## src/rtl/btn_conditioner.sv

```systemverilog
// Multi-channel push-button conditioner: two-flop synchroniser, debounce,
// edge pulses, toggle latch and optional auto-repeat press pulses per channel.
module btn_conditioner #(
    parameter int N            = 12,
    parameter int DEBOUNCE     = 500000,
    parameter int REPEAT_DELAY = 0,
    parameter int REPEAT_RATE  = 1,
    parameter int CNT_W        = 20
) (
    input  logic           clk,
    input  logic           rst,
    input  logic [N-1:0]   btn_in,
    output logic [N-1:0]   btn_level,
    output logic [N-1:0]   btn_rise,
    output logic [N-1:0]   btn_fall,
    output logic [N-1:0]   btn_toggle,
    output logic [N-1:0]   btn_press,
    output logic [2*N-1:0] rep_state
);

    typedef enum logic [1:0] {
        IDLE   = 2'd0,
        DELAY  = 2'd1,
        REPEAT = 2'd2
    } rep_state_t;

    localparam logic [CNT_W-1:0] DB_LAST = CNT_W'(DEBOUNCE - 1);

    logic [N-1:0]     s1;
    logic [N-1:0]     s2;
    logic [CNT_W-1:0] dcnt [N];
    logic [N-1:0]     accept;
    logic [N-1:0]     acc_rise;
    logic [N-1:0]     acc_fall;
    logic [N-1:0]     level_next;
    logic [N-1:0]     rep_fire;

    // accept marks the edge on which the debounced level takes the new value
    always_comb begin
        accept = '0;
        for (int i = 0; i < N; i++) begin
            accept[i] = (s2[i] != btn_level[i]) && (dcnt[i] == DB_LAST);
        end
        acc_rise   = accept & s2;
        acc_fall   = accept & ~s2;
        level_next = btn_level ^ accept;
    end

    always_ff @(posedge clk) begin
        if (rst) begin
            s1         <= '0;
            s2         <= '0;
            btn_level  <= '0;
            btn_rise   <= '0;
            btn_fall   <= '0;
            btn_toggle <= '0;
            btn_press  <= '0;
            for (int i = 0; i < N; i++) begin
                dcnt[i] <= '0;
            end
        end else begin
            s1         <= btn_in;
            s2         <= s1;
            btn_level  <= level_next;
            btn_rise   <= acc_rise;
            btn_fall   <= acc_fall;
            btn_toggle <= btn_toggle ^ acc_rise;
            btn_press  <= acc_rise | rep_fire;
            for (int i = 0; i < N; i++) begin
                if (s2[i] == btn_level[i] || accept[i]) begin
                    dcnt[i] <= '0;
                end else begin
                    dcnt[i] <= dcnt[i] + CNT_W'(1);
                end
            end
        end
    end

    if (REPEAT_DELAY > 0) begin : g_rep
        localparam logic [CNT_W-1:0] DELAY_LAST = CNT_W'(REPEAT_DELAY - 1);
        localparam logic [CNT_W-1:0] RATE_LAST  = CNT_W'(REPEAT_RATE - 1);

        for (genvar i = 0; i < N; i++) begin : g_ch
            rep_state_t       state;
            logic [CNT_W-1:0] rcnt;
            logic             fire;

            // Decisions use level_next so the btn_fall cycle itself never repeats.
            always_comb begin
                fire = 1'b0;
                case (state)
                    DELAY:   fire = level_next[i] && (rcnt == DELAY_LAST);
                    REPEAT:  fire = level_next[i] && (rcnt == RATE_LAST);
                    default: fire = 1'b0;
                endcase
            end

            always_ff @(posedge clk) begin
                if (rst) begin
                    state <= IDLE;
                    rcnt  <= '0;
                end else begin
                    case (state)
                        IDLE: begin
                            rcnt <= '0;
                            if (acc_rise[i]) begin
                                state <= DELAY;
                            end
                        end
                        DELAY: begin
                            if (!level_next[i]) begin
                                state <= IDLE;
                                rcnt  <= '0;
                            end else if (rcnt == DELAY_LAST) begin
                                state <= REPEAT;
                                rcnt  <= '0;
                            end else begin
                                rcnt <= rcnt + CNT_W'(1);
                            end
                        end
                        REPEAT: begin
                            if (!level_next[i]) begin
                                state <= IDLE;
                                rcnt  <= '0;
                            end else if (rcnt == RATE_LAST) begin
                                rcnt <= '0;
                            end else begin
                                rcnt <= rcnt + CNT_W'(1);
                            end
                        end
                        default: begin
                            state <= IDLE;
                            rcnt  <= '0;
                        end
                    endcase
                end
            end

            assign rep_fire[i]        = fire;
            assign rep_state[2*i +: 2] = state;
        end
    end else begin : g_no_rep
        assign rep_fire  = '0;
        assign rep_state = '0;
    end

endmodule
```

## config.mk

```make
export PLATFORM = sky130hd
export DESIGN_NAME = btn_conditioner
export DESIGN_NICKNAME = d
export VERILOG_FILES = /design/src/rtl/btn_conditioner.sv
export SDC_FILE = /design/constraint.sdc
export NUM_CORES = 1
export LEC_CHECK = 0
export BUFFER_PORTS_ARGS = -buffer_cell sky130_fd_sc_hd__clkbuf_2
export CAP_MARGIN = 25
export CELL_PAD_IN_SITES_DETAIL_PLACEMENT = 1
export CELL_PAD_IN_SITES_GLOBAL_PLACEMENT = 1
export CORE_AREA = 2 2 184 186
export DETAILED_ROUTE_END_ITERATION = 16
export DIE_AREA = 0 0 186 188
export PLACE_DENSITY = 0.88
export SYNTH_ARGS = -nofsm -noshare
export SYNTH_HDL_FRONTEND = slang
export SYNTH_SLANG_ARGS = --single-unit
```

## constraint.sdc

```tcl
create_clock -name clk -period 3.4 [get_ports clk]
set_input_delay 0.34 -clock clk [delete_from_list [all_inputs] [get_ports clk]]
set_output_delay 0.34 -clock clk [all_outputs]
set_load 0.01 [all_outputs]
```

==> flow_summary.yaml, run 1 <==
status:
  status: "finished clean"
sta:
  finalCritPeriodShare_pct: 80.1
  timing.setup.tns_ps: 0
  period_needed_ps: 2720
  setup_violations: 0
  skew_ps: 16.2
  fmax_mhz: 367
  maxSlewViolCount: 0
  rsz0062_at_grt: "no"
  hold_viol: 0
  maxSlewHeadroom_pct: 50.3
  tightest_slew_ps: 745
synthesis:
  synth_flop_cell: "edfxtp_1"
  ys_types: 51
  yosys_warnings: 0
  syn_area_um2: 16000
  yosys.area.top_type: "edfxtp_1"
  synth_commonest_cells: "240 x edfxtp_1, 182 x nor2_1, 97 x a21oi_1, 82 x nand3_1, 77 x nand4_1"
  synth_most_common_cell: "edfxtp_1"
  synth_top_area_share_pct: 45.0
  synth_cells: 1551
  ys_seq_area_share_pct: 54.0
  ys_ff_latch: 312
  synth-async-reset-ratio_pct: 0
  postSynthAreaPerCell_um2: 10.3
  synth_top_cells_by_area: "edfxtp_1 45%, dfxtp_1 9.0%, nor2_1 4.3%"
  synth_edf_count: 240
route:
  via_count: 12500
  dr.pass1.iters: 4
  ant_nets: 0
  wirelength_um: 36000
  via_per_inst: 5.36
  drt-initial-drc-count: 568
  drc_errors: 0
  wl_per_cell_um: 15.5
placement:
  io_buffer_count: 73
  hpwl_um: 25700
  placed_cells: 2257
  place_congestion: 0.802
clock_network:
  cts_tree: "yes"
  ctsHoldBuffers: 0
  htree_levels: 2
  worstSkewPairLatency_ps: 530
  clock-sinks: 312
  clkSlewWorstSetupHoldPaths_ps: 60
  clock_path_buffers: 3
  ctsResizeCount: 0
  cts-buffers-inserted: 37
  post_cts_buffers: 0
  root_buffer: "clkbuf_16"
critical_path:
  max_stage_delay_ps: 650
  crit_top_cell: "or4_1"
  worstSetupEndpointType: "flip-flop"
  rrSetupSlack_ps: 680
  worstReg2RegStart: "dcnt[0][12]"
  cp_slowest_cell: "or4_1"
  crit_arrival_ps: 2960
  crit_chain: "or4_1, or4_1, o21bai_2, nor2_1"
  worstPathRequired_ps: 3630
  critical_path_class: "reg -> reg"
  crit_fanout: 18
  reg2reg_depth: 4
  reg2reg_to: "dcnt[0][9]"
  worstSetupStartpointType: "flip-flop"
global_routing:
  met3_usage_pct: 2.95
  met2_usage_pct: 38.5
  grt_overflow_total: 0
  antenna_found_initial: 0
  use_met1_pct: 25.4
  grt_pass1_vias: 13000
  grtUsageTotal_pct: 21.0
  grt_max_degree: 49
  grt_pass1_wl_um: 61000
  grt_most_used_layer: "met2"
die:
  io-pin-count: 98
  die_w_um: 186
  dieArea_um2: 35000
  rows: 67
  initial_core_util_pct: 48.4
  die_h_um: 188
  core_area_um2: 33100
layout:
  area_delta_synth_final_pct: 17.0
  finalNonFillerCells: 2324
  nNetsFinal: 1874
  n_fill_cell: 3762
  num_antenna_cells: 0
  drive_gt1_share_pct: 8.69
hold_path:
  hp-start: "btn_in[10]"
  holdPathEnd: "s1[10]"
  min_path_type: "in -> reg"
  min_path_cells: 2
power:
  max-vdd-ir-drop_mv: 0.376
  power.leakage_nw: 6.48
  power_density_nw_per_um2: 458
run:
  drv_cap: 0
[through the flow]
stage	utilization (%)	instance area (µm²)	setup WS [ps]	total power [mW]	hold WS, ps
final	56.6	18700	676	8.57	28.0
after global routing	56.6	18700	505	8.89	20.4
after CTS	56.6	18700	668	8.66	9.57
after detailed placement	53.0	17500	670	4.79	428
after global placement	53.0	17500	792	4.76	417
after floorplan	-	17000	979	4.70	414
[worst max-delay path, delay by kind of cell, from the launching register on]
| family | cells | cell delay, ps |
|---|---|---|
| and+or+nand+nor | 3 | 1340 |
| AOI/OAI and AO/OA | 1 | 620 |
| DFF | 1 | 470 |
[how the worst max path moves through the flow]
stage,to,startpoint
after floorplan,dcnt[1][55],dcnt[1][50]
after global placement,dcnt[0][43],dcnt[0][51]
after detailed placement,dcnt[0][50],dcnt[0][51]
after CTS,dcnt[0][50],dcnt[0][51]
after global routing,dcnt[0][50],dcnt[0][51]
final,dcnt[0][9],dcnt[0][12]
[layout by cell type, fill, tap and decap left out, types with 57 or more instances in the layout]
cell / n
nand4_1: 77
a21oi_1: 97
nand2_1: 69
nand3_1: 82
nor2_1: 182
xor2_1: 74
dfxtp_1: 72
clkbuf_2: 72
conb_1: 264
or4_1: 57
xnor2_1: 70
edfxtp_1: 240
[routing by layer]
metal	wire length [µm]	part of all wire (%)
met5	0	0
met4	747	2.1
met3	1060	2.9
met2	18700	52
met1	15500	43
[registers in the layout, indices dropped and copies added, names as in the netlist, named ones only]
| name | count |
|---|---|
| s2 | 12 |
| btn_press | 12 |
| dcnt | 240 |
| btn_toggle | 12 |
| btn_fall | 12 |
| s1 | 12 |
[where the power goes]
part | switching (mW) | internal, mW
clock | 1.53 | 2.31
combinational | 0.215 | 0.116
sequential | 0.157 | 4.24
total | 1.90 | 6.67
[layout make-up]
cell class                 count  area, µm²  share of cell area (%)
inverter                      40        150                   0.802
clock buffer                  56       1100                    5.87
tap                          448        561                    2.99
clock inverter                11       82.6                   0.441
multi-input combinational   1372       7710                    41.2
timing repair buffer          85        470                    2.51
sequential                   312       8650                    46.2
[cell families (layout without fill, tap and decap cells)]
| kind of cell | Yosys count | in the layout | share of synthesized area, % |
|---|---|---|---|
| simple gates | 736 | 736 | 25.3 |
| compound gates | 215 | 215 | 7.85 |
| flops | 312 | 312 | 54.0 |
| fa+ha+maj | 12 | 12 | 0.938 |
| xor+xnor | 144 | 144 | 7.88 |
| other cells | 2 | 264 | 0.0469 |
| mux | 1 | 1 | 0.0703 |
| buf+inv | 129 | 192 | 3.94 |
Power figures use the tool's default switching activity.
==> inputs of run 2 (changes only) <==
==> constraint.sdc (replaced) <==
create_clock -name clk -period 2.81 [get_ports clk]
set_input_delay 0.281 -clock clk [delete_from_list [all_inputs] [get_ports clk]]
set_output_delay 0.281 -clock clk [all_outputs]
set_load 0.01 [all_outputs]
==> flow_summary.yaml, run 2 (synthesis gave the netlist of run 1 again) <==
power:
  max-vdd-ir-drop_mv: 0.430
  power_density_nw_per_um2: 551
  cellInternalPower_mw: 8.09
  comb_power_share_pct: 4.0
  power.leakage_nw: 6.56
  p_seq_share_pct: 51.1
  power_frac_clock_pct: 44.9
  p_sw_mw: 2.34
  swShare_pct: 22.4
  p_total_mw: 10.4
placement:
  post_dp_cell_area_um2: 17600
  place_ws_ps: 369
  hpwl_um: 26700
  place_congestion: 0.843
  io_buffer_count: 73
clock_network:
  cts_tree: "yes"
  clock_path_buffers: 3
  root_buffer: "clkbuf_16"
  clkSlewWorstSetupHoldPaths_ps: 60
  worstSkewPairLatency_ps: 520
  htree_levels: 2
  clock-sinks: 312
  post_cts_buffers: 0
  cts-buffers-inserted: 37
layout:
  area_delta_synth_final_pct: 18.1
  n_fill_cell: 3765
  largest_register_ffs: 240
  drive_gt1_share_pct: 9.01
  num_antenna_cells: 0
  regMostFlops: "dcnt"
  layout_common_cells: "264 x conb_1, 240 x edfxtp_1, 182 x nor2_1, 97 x a21oi_1, 82 x nand3_1"
  multi_input_area_um2: 7710
  layout_commonest_cell: "conb_1"
  seqCellArea_um2: 8650
  fin_area_um2: 18900
  nNetsFinal: 1895
die:
  rows: 67
  dieArea_um2: 35000
  core_area_um2: 33100
  io-pin-count: 98
  initial_core_util_pct: 48.4
  die_w_um: 186
  die_h_um: 188
global_routing:
  grtUsageTotal_pct: 21.9
  grt_overflow_total: 0
  grt_pass1_vias: 13300
  grt_pass1_wl_um: 63500
  antenna_found_initial: 0
  grt_max_degree: 36
route:
  wl_per_cell_um: 16.1
  via_count: 12600
  drc_errors: 0
  ant_nets: 0
  wirelength_um: 37800
  dr.pass1.iters: 5
  drt-initial-drc-count: 579
  via_per_inst: 5.38
sta:
  period_needed_ps: 2460
  rsz0062_at_grt: "no"
  timing.setup.tns_ps: 0
  maxSlewHeadroom_pct: 58.0
  setup_violations: 0
  layout_setup_ws_ps: 351
  maxSlewViolCount: 0
  tightest_slew_ps: 624
  fmax_mhz: 407
  skew_ps: 13.7
  finalCritPeriodShare_pct: 87.5
  hold_viol: 0
run:
  drv_cap: 0
critical_path:
  reg2reg_to: "dcnt[1][41]"
  worstSetupEndpointType: "flip-flop"
  endpoint: "dcnt[1][41]"
  crit_arrival_ps: 2730
  worstReg2RegStart: "dcnt[1][50]"
  rrSetupSlack_ps: 350
  crit_fanout: 5
  reg2reg_depth: 4
  critical_path_class: "reg -> reg"
  worstSetupStartpoint: "dcnt[1][50]"
  worstSetupStartpointType: "flip-flop"
  worstPathRequired_ps: 3080
hold_path:
  min_path_cells: 2
  min_path_type: "in -> reg"
status:
  status: "finished clean"
[run 2: cell count changes in the layout (fill, tap and decap cells not counted)]
| cell | change |
|---|---|
| buf_4 | +11 |
| dlygate4sd3_1 | +11 |
| clkbuf_8 | -2 |
| clkinv_1 | +2 |
| clkinv_2 | -2 |
| buf_12 | -1 |
| clkbuf_1 | +1 |
| clkbuf_16 | +1 |
| clkinvlp_4 | +1 |
[run 2: repair_timing]
action | in CTS | in global routing
hold buffers | 10 | 1
hold endpoints to repair | 10 | 1
resized for setup | 0 | 0
[run 2: routing by layer]
layer  share of wire [%]  wire, µm  GRT usage, %
met1                  42     15900          26.8
met2                  52     19500          39.5
met3                 3.8      1420          3.15
met4                 2.6       973          6.75
met5                   0         0             0
[run 2: worst max-delay path, stage by stage, from the launching register on]
cell	delay (ps)
edfxtp_1	440
or4b_2	710
or4_4	570
or2_2	320
and3_1	190
[run 2: cell type report]
| type | instances | area share (%) |
|---|---|---|
| Multi-Input combinational cell | 1372 | 40.8 |
| Clock buffer | 56 | 5.82 |
| Clock inverter | 12 | 0.463 |
| Tap cell | 448 | 2.96 |
| Timing Repair Buffer | 106 | 3.40 |
| Sequential cell | 312 | 45.7 |
| Inverter | 40 | 0.794 |
[run 2: worst min path at each step]
| stage | start | end | slack [ps] |
|---|---|---|---|
| after floorplan | btn_in[0] | s1[0] | 410 |
| after global placement | s1[8] | s2[8] | 420 |
| after detailed placement | s1[10] | s2[10] | 430 |
| after CTS | btn_in[4] | s1[4] | 6 |
| after global routing | btn_in[2] | s1[2] | 9 |
| final | btn_in[2] | s1[2] | 30 |
[run 2: power groups by stage]
| stage | Clock [mW] | Combinational (mW) | Sequential [mW] |
|---|---|---|---|
| 3_5_place_dp | 0 | 0.388 | 5.42 |
| 2_1_floorplan | 0 | 0.335 | 5.35 |
| 4_1_cts | 4.80 | 0.406 | 5.32 |
| 3_3_place_gp | 0 | 0.370 | 5.40 |
| 5_1_grt | 4.98 | 0.479 | 5.35 |
| 6_report | 4.68 | 0.420 | 5.33 |
[run 2: metrics by stage]
stage	instances	hold slack [ps]	util, %
after floorplan	1813	409	-
after global placement	2267	418	53.2
after detailed placement	2267	432	53.2
after CTS	2345	6.23	57.1
after global routing	2346	8.94	57.1
final	2346	31.5	57.1
